==> src/rtl/spi_master_cfg_if.sv <==
// Command/response bundle between a register front end and spi_master_cfg.
// Ports: tx_valid/tx_ready/tx_data/tx_ss_sel and the cfg_* fields form the command;
// rx_valid/rx_data return the captured word; busy mirrors ~tx_ready.
interface spi_master_cfg_if #(
  parameter int DATA_W = 8,
  parameter int NUM_SS = 4,
  parameter int DIV_W  = 8
);
  localparam int SEL_W = (NUM_SS > 1) ? $clog2(NUM_SS) : 1;

  logic              tx_valid;
  logic              tx_ready;
  logic [DATA_W-1:0] tx_data;
  logic [SEL_W-1:0]  tx_ss_sel;
  logic              cfg_cpol;
  logic              cfg_cpha;
  logic [DIV_W-1:0]  cfg_div;
  logic              rx_valid;
  logic [DATA_W-1:0] rx_data;
  logic              busy;

  // Front end side: issues commands, consumes received words.
  modport master (
    output tx_valid, tx_data, tx_ss_sel, cfg_cpol, cfg_cpha, cfg_div,
    input  tx_ready, rx_valid, rx_data, busy
  );

  // SPI master side: accepts commands, produces received words.
  modport slave (
    input  tx_valid, tx_data, tx_ss_sel, cfg_cpol, cfg_cpha, cfg_div,
    output tx_ready, rx_valid, rx_data, busy
  );
endinterface

==> src/rtl/spi_master_cfg.sv <==
// Purpose: SPI master, MSB first, full duplex, run-time CPOL/CPHA, SCLK half-period cfg_div+1.
// Latency: rx_valid pulses (2*DATA_W+2)*(cfg_div+1) clk after the accepting edge.
// Backpressure: tx_ready low for the whole transfer; a held tx_valid waits and is never dropped.
// Ports: clk, reset (async, active low); cmd (spi_master_cfg_if.slave) carries the
// command handshake, cfg fields, rx_valid/rx_data and busy; sclk/ss_n/mosi/miso are the SPI pins.
module spi_master_cfg #(
  parameter int DATA_W     = 8,
  parameter int NUM_SS     = 4,
  parameter int DIV_W      = 8,
  parameter bit RESET_CPOL = 1'b0
) (
  input  logic              clk,
  input  logic              reset,
  spi_master_cfg_if.slave   cmd,
  output logic              sclk,
  output logic [NUM_SS-1:0] ss_n,
  output logic              mosi,
  input  logic              miso
);

  localparam int SEL_W  = (NUM_SS > 1) ? $clog2(NUM_SS) : 1;
  localparam int EDGE_W = $clog2(2*DATA_W + 1);
  localparam logic [EDGE_W-1:0] LAST_EDGE  = EDGE_W'(2*DATA_W);
  localparam logic [EDGE_W-1:0] FIRST_EDGE = EDGE_W'(1);

  typedef enum logic [1:0] {S_IDLE, S_LEAD, S_XFER, S_TRAIL} state_t;

  state_t            state_q, state_d;
  logic [DIV_W:0]    cnt_q;      // one bit wider so cfg_div = all ones never wraps
  logic [DIV_W-1:0]  div_q;
  logic              cpol_q;
  logic              cpha_q;
  logic [EDGE_W-1:0] edge_q;     // sclk edges generated so far in this transfer
  logic [EDGE_W-1:0] edge_nxt;
  logic [DATA_W-1:0] tx_sh_q;
  logic [DATA_W-1:0] rx_sh_q;
  logic [NUM_SS-1:0] ss_dec;

  logic accept, seg_done, do_edge, leading, sample, drive, finish;

  assign accept   = cmd.tx_valid && (state_q == S_IDLE);
  // Every D-cycle segment ends when the counter reaches the latched divider.
  assign seg_done = (cnt_q == {1'b0, div_q});
  assign edge_nxt = edge_q + FIRST_EDGE;
  assign leading  = edge_nxt[0];
  // Edge k sits at the end of the k-th segment counted from the start of LEAD;
  // the final XFER segment ends on the transition into TRAIL without a toggle.
  assign do_edge  = seg_done && ((state_q == S_LEAD) ||
                                 ((state_q == S_XFER) && (edge_q != LAST_EDGE)));
  assign sample   = do_edge && (cpha_q ? !leading : leading);
  // CPHA=1 keeps the MSB through the first leading edge; CPHA=0 drives nothing after the last edge.
  assign drive    = do_edge && (cpha_q ? (leading && (edge_nxt != FIRST_EDGE))
                                       : (!leading && (edge_nxt != LAST_EDGE)));
  assign finish   = (state_q == S_TRAIL) && seg_done;

  assign cmd.tx_ready = (state_q == S_IDLE);
  assign cmd.busy     = (state_q != S_IDLE);
  // tx_sh_q is cleared outside a transfer, so mosi idles low.
  assign mosi         = tx_sh_q[DATA_W-1];

  // An out-of-range select leaves every line high while the transfer still runs.
  always_comb begin
    ss_dec = '1;
    for (int i = 0; i < NUM_SS; i++) begin
      ss_dec[i] = (cmd.tx_ss_sel != SEL_W'(i));
    end
  end

  always_comb begin
    state_d = state_q;
    case (state_q)
      S_IDLE:  if (accept)                            state_d = S_LEAD;
      S_LEAD:  if (seg_done)                          state_d = S_XFER;
      S_XFER:  if (seg_done && (edge_q == LAST_EDGE)) state_d = S_TRAIL;
      S_TRAIL: if (seg_done)                          state_d = S_IDLE;
      default:                                        state_d = S_IDLE;
    endcase
  end

  always_ff @(posedge clk or negedge reset) begin
    if (!reset) state_q <= S_IDLE;
    else        state_q <= state_d;
  end

  always_ff @(posedge clk or negedge reset) begin
    if (!reset) begin
      cnt_q        <= '0;
      div_q        <= '0;
      cpol_q       <= 1'b0;
      cpha_q       <= 1'b0;
      edge_q       <= '0;
      tx_sh_q      <= '0;
      rx_sh_q      <= '0;
      sclk         <= RESET_CPOL;
      ss_n         <= '1;
      cmd.rx_valid <= 1'b0;
      cmd.rx_data  <= '0;
    end else begin
      cmd.rx_valid <= 1'b0;
      if (state_q == S_IDLE) begin
        // Idle sclk follows the live polarity so the bus settles before a select falls.
        sclk  <= cmd.cfg_cpol;
        cnt_q <= '0;
        if (accept) begin
          div_q   <= cmd.cfg_div;
          cpol_q  <= cmd.cfg_cpol;
          cpha_q  <= cmd.cfg_cpha;
          tx_sh_q <= cmd.tx_data;
          rx_sh_q <= '0;
          edge_q  <= '0;
          ss_n    <= ss_dec;
        end
      end else begin
        cnt_q <= seg_done ? '0 : cnt_q + 1'b1;
        if (do_edge) begin
          sclk   <= ~sclk;
          edge_q <= edge_nxt;
        end else if (state_q != S_XFER) begin
          sclk <= cpol_q;
        end
        if (sample) rx_sh_q <= {rx_sh_q[DATA_W-2:0], miso};
        if (drive)  tx_sh_q <= {tx_sh_q[DATA_W-2:0], 1'b0};
        if (finish) begin
          ss_n         <= '1;
          tx_sh_q      <= '0;
          cmd.rx_data  <= rx_sh_q;
          cmd.rx_valid <= 1'b1;
        end
      end
    end
  end

endmodule
==> src/flat_wrapper.sv <==
// flat-port wrapper written by rule: the top's interface ports become plain ports
module spi_master_cfg_flat 
#(
  parameter int DATA_W     = 8,
  parameter int NUM_SS     = 4,
  parameter int DIV_W      = 8,
  parameter bit RESET_CPOL = 1'b0
)
  (clk, reset, sclk, ss_n, mosi, miso, cmd_tx_valid, cmd_tx_data, cmd_tx_ss_sel, cmd_cfg_cpol, cmd_cfg_cpha, cmd_cfg_div, cmd_tx_ready, cmd_rx_valid, cmd_rx_data, cmd_busy);
  spi_master_cfg_if #(.DATA_W(DATA_W), .NUM_SS(NUM_SS), .DIV_W(DIV_W)) cmd_i ();
  input  logic clk;
  input  logic reset;
  output logic sclk;
  output logic [NUM_SS-1:0] ss_n;
  output logic mosi;
  input  logic miso;
  input wire logic [$bits(cmd_i.tx_valid)-1:0] cmd_tx_valid;
  input wire logic [$bits(cmd_i.tx_data)-1:0] cmd_tx_data;
  input wire logic [$bits(cmd_i.tx_ss_sel)-1:0] cmd_tx_ss_sel;
  input wire logic [$bits(cmd_i.cfg_cpol)-1:0] cmd_cfg_cpol;
  input wire logic [$bits(cmd_i.cfg_cpha)-1:0] cmd_cfg_cpha;
  input wire logic [$bits(cmd_i.cfg_div)-1:0] cmd_cfg_div;
  output wire logic [$bits(cmd_i.tx_ready)-1:0] cmd_tx_ready;
  output wire logic [$bits(cmd_i.rx_valid)-1:0] cmd_rx_valid;
  output wire logic [$bits(cmd_i.rx_data)-1:0] cmd_rx_data;
  output wire logic [$bits(cmd_i.busy)-1:0] cmd_busy;
  assign cmd_i.tx_valid = cmd_tx_valid;
  assign cmd_i.tx_data = cmd_tx_data;
  assign cmd_i.tx_ss_sel = cmd_tx_ss_sel;
  assign cmd_i.cfg_cpol = cmd_cfg_cpol;
  assign cmd_i.cfg_cpha = cmd_cfg_cpha;
  assign cmd_i.cfg_div = cmd_cfg_div;
  assign cmd_tx_ready = cmd_i.tx_ready;
  assign cmd_rx_valid = cmd_i.rx_valid;
  assign cmd_rx_data = cmd_i.rx_data;
  assign cmd_busy = cmd_i.busy;
  spi_master_cfg #(.DATA_W(DATA_W), .NUM_SS(NUM_SS), .DIV_W(DIV_W), .RESET_CPOL(RESET_CPOL)) u_core (.clk(clk), .reset(reset), .cmd(cmd_i), .sclk(sclk), .ss_n(ss_n), .mosi(mosi), .miso(miso));
endmodule
==> config.mk <==
export PLATFORM = sky130hd
export DESIGN_NAME = spi_master_cfg_flat
export DESIGN_NICKNAME = d
export VERILOG_FILES = /design/src/rtl/spi_master_cfg_if.sv /design/src/rtl/spi_master_cfg.sv /design/src/flat_wrapper.sv
export SDC_FILE = /design/constraint.sdc
export NUM_CORES = 1
export LEC_CHECK = 0
export ABC_CLOCK_PERIOD_IN_PS = 2000
export CAP_MARGIN = 5
export CORE_MARGIN = 4
export CORE_UTILIZATION = 36
export DETAILED_ROUTE_END_ITERATION = 6
export RECOVER_POWER = 25
export SLEW_MARGIN = 20
export SYNTH_ARGS = -nofsm -noshare
export SYNTH_HDL_FRONTEND = slang
export SYNTH_SLANG_ARGS = --single-unit
==> constraint.sdc <==
create_clock -name clk -period 2 [get_ports clk]
set_input_delay 0.4 -clock clk [delete_from_list [all_inputs] [get_ports clk]]
set_output_delay 0.4 -clock clk [all_outputs]
set_load 0.02 [all_outputs]
After elaboration in Yosys (flattened, before gate mapping):

Index checks and enable logic that the tools add are counted.

* reductions and logical operators: 26
* equality and inequality tests: 16
* add/sub/neg operators: 2
* bitwise gates (word level): 2
* muxes and demuxes: 27

Operators by type and width (count)
* $mux W8: 7
* $mux W9: 2
* $mux W5: 3
* $mux W4: 3
* $reduce_and A2 Y1: 6
* $ne A5 B5 Y1 const B: 2
* $reduce_bool A2 Y1: 5
* $add A9 B1 Y9 const B: 1
* $eq A9 B8 Y1: 1
* $logic_and A1 B1 Y1: 9
* $mux W2: 4
* $ne A2 B1 Y1 const B: 4
* $ne A2 B2 Y1 const B: 4
* $pmux W2 S4: 1
* $mux W1: 7
* $reduce_bool A3 Y1: 2
* $add A5 B1 Y5 const B: 1
* $eq A5 B5 Y1 const B: 1
* $ne A5 B1 Y1 const B: 1
* $eq A2 B2 Y1 const B: 2
* $reduce_and A4 Y1: 1
* $eq A2 B1 Y1 const B: 1
* $logic_not A2 Y1: 1
* $not A1 Y1: 2
* other kinds (2): 2

* register bits: 56
* word-level logic and storage cells: 85
* input port bits: 24
* output and inout bits: 17

Logic depth before layout (Yosys ltp):

Gate-level depths: netlist of run 1.

* depth after elaboration: 8
* gate-level depth with buffers: 8
* depth with buffers taken out: 7

Worst setup path after synthesis of run 1:

OpenSTA, ideal clock, no wires.

* path type: register -> register
* start point: reg u_core.state_q[0]
* end point: reg u_core.rx_sh_q[0]
* path slack: 0.092 ns
* data arrival time: 1.779 ns
* clock period less this slack: 1.908 ns
* path buffers: 1
* cell stages (with the launch flop): 8
* required time: 1.871 ns
* setup time: 0.129 ns
* cells stage by stage: dfrtp_1 -> inv_1 -> ha_1 -> nor4_1 -> and4b_4 -> buf_6 -> nand2_2 -> mux2i_1

* elaborated cells between the ends (all ways): 12
* classes of those cells: eq/ne: 3; mux: 1; reduce/logical: 8

RTL lines
* from (decl): RTL line spi_master_cfg.sv:28 `state_t state_q, state_d;`
* from (signal assigned): RTL line spi_master_cfg.sv:82 `else state_q <= state_d;`
* $logic_not A2 Y1 (*)
* named net cmd_tx_ready: RTL line flat_wrapper.sv:23 `output wire logic [$bits(cmd_i.tx_ready)-1:0] cmd_tx_ready;`
* $logic_and A1 B1 Y1: RTL line spi_master_cfg.sv:41 `assign accept = cmd.tx_valid && (state_q == S_IDLE);`
* $ne A2 B1 Y1 (no source line)
* $reduce_and A2 Y1 (no source line)
* to (signal assigned): RTL line spi_master_cfg.sv:121 `if (sample) rx_sh_q <= {rx_sh_q[DATA_W-2:0], miso};`
* to (decl): RTL line spi_master_cfg.sv:36 `logic [DATA_W-1:0] rx_sh_q;`

Mark *: on every way through the listed nets, which the timed path passes. The rest lies on a longest branch.
A chain may end at the register's enable or synchronous reset.

Final worst setup path of run 1:

* start point: reg u_core.edge_q[1]
* end point: reg u_core.tx_sh_q[5]

* cells in the longest elaborated chain, start to end: 7
* elaborated cells between the ends (all ways): 13
* classes of those cells: add/sub: 1; eq/ne: 3; mux: 1; reduce/logical: 8

Ends and longest elaborated chain
* from (decl): RTL line spi_master_cfg.sv:33 `logic [EDGE_W-1:0] edge_q;`
* from (signal assigned): RTL line spi_master_cfg.sv:117 `edge_q <= edge_nxt;`
* $add A5 B1 Y5 / $ne A5 B5 Y1 (equally long branches): RTL line spi_master_cfg.sv:44, spi_master_cfg.sv:49
* $ne A5 B5 Y1 (tied with other cells): RTL line spi_master_cfg.sv:53 `: (!leading && (edge_nxt != LAST_EDGE)));`
* $logic_and A1 B1 Y1 (tied with other cells): RTL line spi_master_cfg.sv:53
* $mux W1 / $logic_and A1 B1 Y1 (equally long branches): RTL line spi_master_cfg.sv:52, spi_master_cfg.sv:48
* $logic_and A1 B1 Y1 (*): RTL line spi_master_cfg.sv:52 `assign drive = do_edge && (cpha_q ? (leading && (edge_nxt != FIRST_EDGE))`
* $reduce_bool A3 Y1 (no source line) (*)
* $reduce_and A2 Y1 (no source line) (*)
* to (signal assigned): RTL line spi_master_cfg.sv:108 `tx_sh_q <= cmd.tx_data;`
* to (signal assigned): RTL line spi_master_cfg.sv:122 `if (drive) tx_sh_q <= {tx_sh_q[DATA_W-2:0], 1'b0};`
* to (decl): RTL line spi_master_cfg.sv:35 `logic [DATA_W-1:0] tx_sh_q;`

Every way passes the cells marked *; elsewhere a longest branch is shown, timed or not.

==> results.yml, run 1 <==
routing:
  drt_pass1_iterations: 4
  drc_errors: 0
  first_iter_violations: 70
  drt_wl_total_um: 6030
  viasPerCell: 4.82
  wl_per_cell_um: 13.6
  drtAntennaViolNets: 0
  num_vias: 2142
synth:
  syn_area_um2: 2860
  synth-seq-cells: 56
  synthCells: 287
  async_reset_ff_frac: 1.00
  syn-num-nets: 318
  ys_seq_area_frac: 0.493
  ys_types: 48
  ys.flop_type: "dfrtp_1"
  synth.avg_cell_area_um2: 9.95
  yosys_warnings: 0
  synth_edf_count: 0
layout:
  final-seq-area_um2: 1410
  layout.nets: 372
  final_layout_size_suffix_gt1_frac: 0.167
  multi_input_area_um2: 1320
  final_cells: 444
  syn_to_final_growth_pct: 25.5
  final_area_um2: 3580
  diodes: 0
  fill_cells: 748
cts:
  clock_path_buffers: 2
  cts_hold_buffers: 0
  path_clk_slew_ns: 0.10
  numClockSinks: 56
  insertion_delay_ns: 0.31
  cts_buffers: 5
  cts-root-buf: "clkbuf_8"
  cts_tree: "done"
  htreeDepth: 2
worst_setup_path:
  cp-end-kind: "flop"
  critPathMaxFanout: 7
  criticalPathCategory: "reg -> reg"
  required_ns: 2.24
  cpPeakStageDelay_ns: 0.44
  crit_chain: "inv_1 -> ha_4 -> nand4bb_4 -> a21oi_2 -> and4b_4 -> o22ai_4 -> buf_12 -> mux2i_1"
  r2r_setup_slack_ns: 0.10
  rr_worst_depth: 8
  critical_path.startpoint_type: "flop"
  arrival_ns: 2.14
  crit_path_top_delay_cell: "dfrtp_2"
pwr:
  p_clk_frac: 0.149
  pwr-share-seq: 0.386
  p_comb_frac: 0.465
  vdd_drop_max_mv: 0.532
  internal_power_w: 0.00269
  power.switching_w: 0.00167
  power_density_nw_per_um2: 1220
  p_sw_frac: 0.383
  leakagePower_nw: 1.69
global_route:
  grt_pass1_vias: 2217
  grt_max_degree: 57
  grt_pass1_wl_um: 10400
  track_usage: 0.134
  antenna_found_initial: 0
  overflow: 0
placed_design:
  place_area_um2: 3430
  gp_congestion: 0.835
  pre_cts_ws_ns: -0.0119
  post-dp-hpwl_um: 4330
  portBuffers: 40
  placed_cells: 432
timing:
  hold_viol: 0
  skew_ns: 0.00636
  setup_viol: 0
  slew_headroom: 0.0972
  report.final.slew_viol_count: 0
  hold_slack_ns: 0.474
  fin_crit_sh: 0.950
  tightest_slew_ns: 1.35
  period_minus_slack_ns: 1.90
  max_freq_mhz: 526
  timing.final.ws_setup_ns: 0.100
floorplanning:
  die_w_um: 97.1
  die_y_um: 97.1
  core_um2: 7730
  dieArea_um2: 9420
  start_util: 0.369
  num_io_pins: 41
  num_rows: 32
job:
  maxCapViolCount: 0
min_path:
  holdCritPathClass: "in -> async"
run_status:
  status: "finished, final reports clean"
registers in the layout, summed over array words and instances, names as in the netlist, 2 cells and up:
register and cells:
u_core.div_q 8, u_core.rx_sh_q 8, u_core.ss_n 4, u_core.cmd.rx_data 8, u_core.tx_sh_q 8, u_core.edge_q 5, u_core.cnt_q 9, u_core.state_q 2
synth_stat cells (all sizes together) (2+ instances only):
library cell  instances  share of area
buf                   8          0.025
inv                  17          0.022
o211ai                8          0.021
a21oi                 4         0.0083
mux2                  2         0.0079
nand3                 7          0.012
nor4                  2         0.0096
clkbuf                5         0.0066
nor2b                 4         0.0088
o22ai                 2         0.0092
nor3b                 2         0.0053
nor3                  3         0.0053
and2                  2         0.0044
xor2                 15          0.046
and3                  5          0.011
nor2                 17          0.022
dfstp                 4          0.037
o21ai                11          0.019
nand4                 5          0.011
mux2i                15          0.053
ha                    7          0.031
xnor2                 2         0.0061
dfrtp                52           0.46
nand3b                2         0.0053
or2                   8          0.018
nand2                60          0.080
o31ai                 3         0.0079
per-stage QoR:
stage	utilization	TNS, ns	power [W]
after floorplan	-	0	0.00299
after global placement	0.444	0	0.00364
after detailed placement	0.444	-0.0147	0.00369
after CTS	0.460	0	0.00436
after global routing	0.464	-0.000619	0.00472
final	0.464	0	0.00436
final timing paths:
path	from	to
worst max register to register	u_core.edge_q[1]	u_core.tx_sh_q[5]
worst max-delay path	u_core.edge_q[1]	u_core.tx_sh_q[5]
min in group clk	u_core.cmd.rx_data[4]	u_core.cmd.rx_data[4]
worst min-delay path	reset	u_core.tx_sh_q[7]
worst min register to register	u_core.cmd.rx_data[4]	u_core.cmd.rx_data[4]
max in group asynchronous	reset	u_core.edge_q[1]
layout make-up:
type                            instances  area share
Timing Repair Buffer                   60       0.158
Multi-Input combinational cell        201       0.368
Clock buffer                            5      0.0192
Clock inverter                          3     0.00768
Sequential cell                        56       0.393
Tap cell                              102      0.0356
Inverter                               17      0.0178
repair_timing:
item                       CTS  global route
gates resized for setup      3             6
pin swaps                    1             3
setup endpoints to repair    9            17
buffers inserted             1             3
cells by family after synthesis:
family	count (synthesis)	synth area share
flops	56	0.493
mux	17	0.0605
simple gates	121	0.212
buf+inv	30	0.0535
xor+xnor	17	0.0521
compound gates	39	0.0986
fa+ha+maj	7	0.0307
metal layers:
layer | global-route usage | up-vias | part of all wire
met4 | 0.0335 | 0 | 0.015
met2 | 0.225 | 44 | 0.48
met1 | 0.174 | 1022 | 0.45
li1 | - | 1069 | -
met3 | 0.0337 | 7 | 0.050
met5 | 0 | - | 0
worst max-delay path, delay by kind of cell (launching register included):
kind / cells / cell delay [ns]
compound gates: 2 / 0.36
fa+ha+maj: 1 / 0.17
flops: 1 / 0.44
buf+inv: 2 / 0.28
simple gates: 2 / 0.38
mux: 1 / 0.19
power groups by stage:
stage | Combinational [W] | Clock, W | Sequential [W]
after floorplan | 0.00121 | 0 | 0.00178
after global placement | 0.00194 | 0 | 0.00170
after detailed placement | 0.00198 | 0 | 0.00171
after CTS | 0.00200 | 0.000673 | 0.00169
after global routing | 0.00226 | 0.000726 | 0.00173
final | 0.00203 | 0.000648 | 0.00169
cell usage in the layout, fill, tap and decap left out, types with 7 or more instances in the layout:
cell / count
buf_4: 17
clkdlybuf4s50_1: 37
dfrtp_1: 50
inv_1: 17
mux2i_1: 15
nand2_1: 59
nand3_1: 7
nor2_1: 17
o211ai_1: 8
o21ai_0: 11
or2_2: 8
xor2_1: 15
Power figures use the tool's default switching activity.
==> run 2: changes to the inputs <==
Settings changed: CORE_MARGIN 4 to not set.
==> results.yml, run 2 (same netlist as run 1, synthesis figures left out) <==
timing:
  period_minus_slack_ns: 1.88
  max_freq_mhz: 533
  report.final.slew_viol_count: 0
  tns_ns: 0
  fin_crit_sh: 0.938
  slew_headroom: 0.165
  tightest_slew_ns: 1.25
  setup_viol: 0
  hold_viol: 0
  rsz0062_at_grt: "no"
  skew_ns: 0.00701
  timing.final.ws_setup_ns: 0.124
layout:
  layout.nets: 366
  largest_reg_flops: 9
  top_register: "u_core.cnt_q"
  layout_common_cells: "nand2_1 (59), dfrtp_1 (50), clkdlybuf4s50_1 (37)"
  diodes: 0
  syn_to_final_growth_pct: 23.4
  final_common_cell: "nand2_1"
  fin_util: 0.458
  final_layout_size_suffix_gt1_frac: 0.152
  final_area_um2: 3520
worst_setup_path:
  required_ns: 2.20
  arrival_ns: 2.08
  criticalPathCategory: "reg -> reg"
  critPathMaxFanout: 7
  critical_path.startpoint_type: "flop"
  cp-end-kind: "flop"
pwr:
  vdd_drop_max_mv: 0.544
  power_density_nw_per_um2: 1220
  finalPower_w: 0.00429
  leakagePower_nw: 1.66
cts:
  numClockSinks: 56
  cts-root-buf: "clkbuf_8"
  htreeDepth: 2
  cts_buffers: 5
  insertion_delay_ns: 0.32
  cts_tree: "done"
  clock_path_buffers: 2
  path_clk_slew_ns: 0.11
placed_design:
  gp_congestion: 0.793
  portBuffers: 40
  post-dp-hpwl_um: 4090
  pre_cts_ws_ns: 0.00589
  place_area_um2: 3400
global_route:
  grt_max_degree: 26
  antenna_found_initial: 0
  track_usage: 0.145
  grt_pass1_wl_um: 9630
  grt_pass1_vias: 2055
  overflow: 0
min_path:
  holdCritPathClass: "in -> async"
floorplanning:
  die_w_um: 91.1
  num_rows: 32
  core_um2: 7690
  dieArea_um2: 8290
  num_io_pins: 41
  start_util: 0.371
  die_y_um: 91.1
job:
  maxCapViolCount: 0
routing:
  viasPerCell: 4.81
  drc_errors: 0
  wl_per_cell_um: 12.9
  drtAntennaViolNets: 0
  drt_wl_total_um: 5660
  first_iter_violations: 63
  drt_pass1_iterations: 4
  num_vias: 2107
run_status:
  status: "finished, final reports clean"
-- run 2: cell types whose count changed in the layout (fill, tap and decap cells not counted) --
| cell | before | now |
|---|---|---|
| a21oi_2 | 1 | 0 |
| a21oi_4 | 0 | 1 |
| buf_12 | 2 | 1 |
| buf_2 | 1 | 0 |
| buf_4 | 17 | 12 |
| clkbuf_1 | 0 | 1 |
| inv_1 | 17 | 15 |
| inv_2 | 0 | 2 |
| nor4_1 | 0 | 1 |
| nor4_2 | 1 | 0 |
-- run 2: worst max-delay path: stages, from the launching register on --
cell and delay [ns]:
dfrtp_2 0.43, ha_2 0.25, nand3_1 0.10, xor2_1 0.18, a311oi_1 0.29, buf_4 0.17, o22ai_4 0.07, buf_12 0.16
mux2i_1 0.11
-- run 2: repair_timing --
| item | in CTS | in global routing |
|---|---|---|
| endpoints found under the setup margin | 9 | 13 |
| hold buffers | 0 | 0 |
| buffers inserted | 1 | 0 |
| pin swaps | 1 | 0 |
| resized for setup | 3 | 8 |
-- run 2: worst paths after layout --
check,slack (ns),from,end,cells past startpoint
min in group clk,0.48,u_core.cpol_q,u_core.cpol_q,2
hold / removal,0.32,reset,u_core.cmd.rx_data[6],1
setup reg to reg,0.12,u_core.edge_q[0],u_core.tx_sh_q[7],8
hold reg to reg,0.48,u_core.cpol_q,u_core.cpol_q,2
max in group asynchronous,0.56,reset,u_core.state_q[1],2
setup / recovery,0.12,u_core.edge_q[0],u_core.tx_sh_q[7],8
-- run 2: routing by layer --
| layer | vias up | share of wire | track usage |
|---|---|---|---|
| met3 | 5 | 0.035 | 0.0243 |
| li1 | 1064 | - | - |
| met4 | 0 | 0.0090 | 0.0437 |
| met2 | 44 | 0.47 | 0.242 |
| met1 | 994 | 0.49 | 0.194 |
| met5 | - | 0 | 0 |
-- run 2: per-stage QoR --
stage	hold slack (ns)	std cells
after floorplan	0.104	287
after global placement	0.426	429
after detailed placement	0.427	429
after CTS	0.0736	438
after global routing	0.433	438
final	0.324	438
-- run 2: power breakdown --
| part | switching (W) | total (W) | internal (W) |
|---|---|---|---|
| logic | 0.00102 | 0.00193 | 0.000904 |
| clock network | 0.000398 | 0.000656 | 0.000258 |
| registers | 0.000222 | 0.00170 | 0.00148 |
| total | 0.00164 | 0.00429 | 0.00264 |
-- run 2: final cells by class --
class / instances / area (µm²)
tap: 102 / 128
clock buffer: 5 / 68.8
multi-input combinational: 201 / 1320
fill: 771 / 4160
timing repair buffer: 54 / 507
sequential: 56 / 1410
clock inverter: 3 / 27.5
inverter: 17 / 63.8
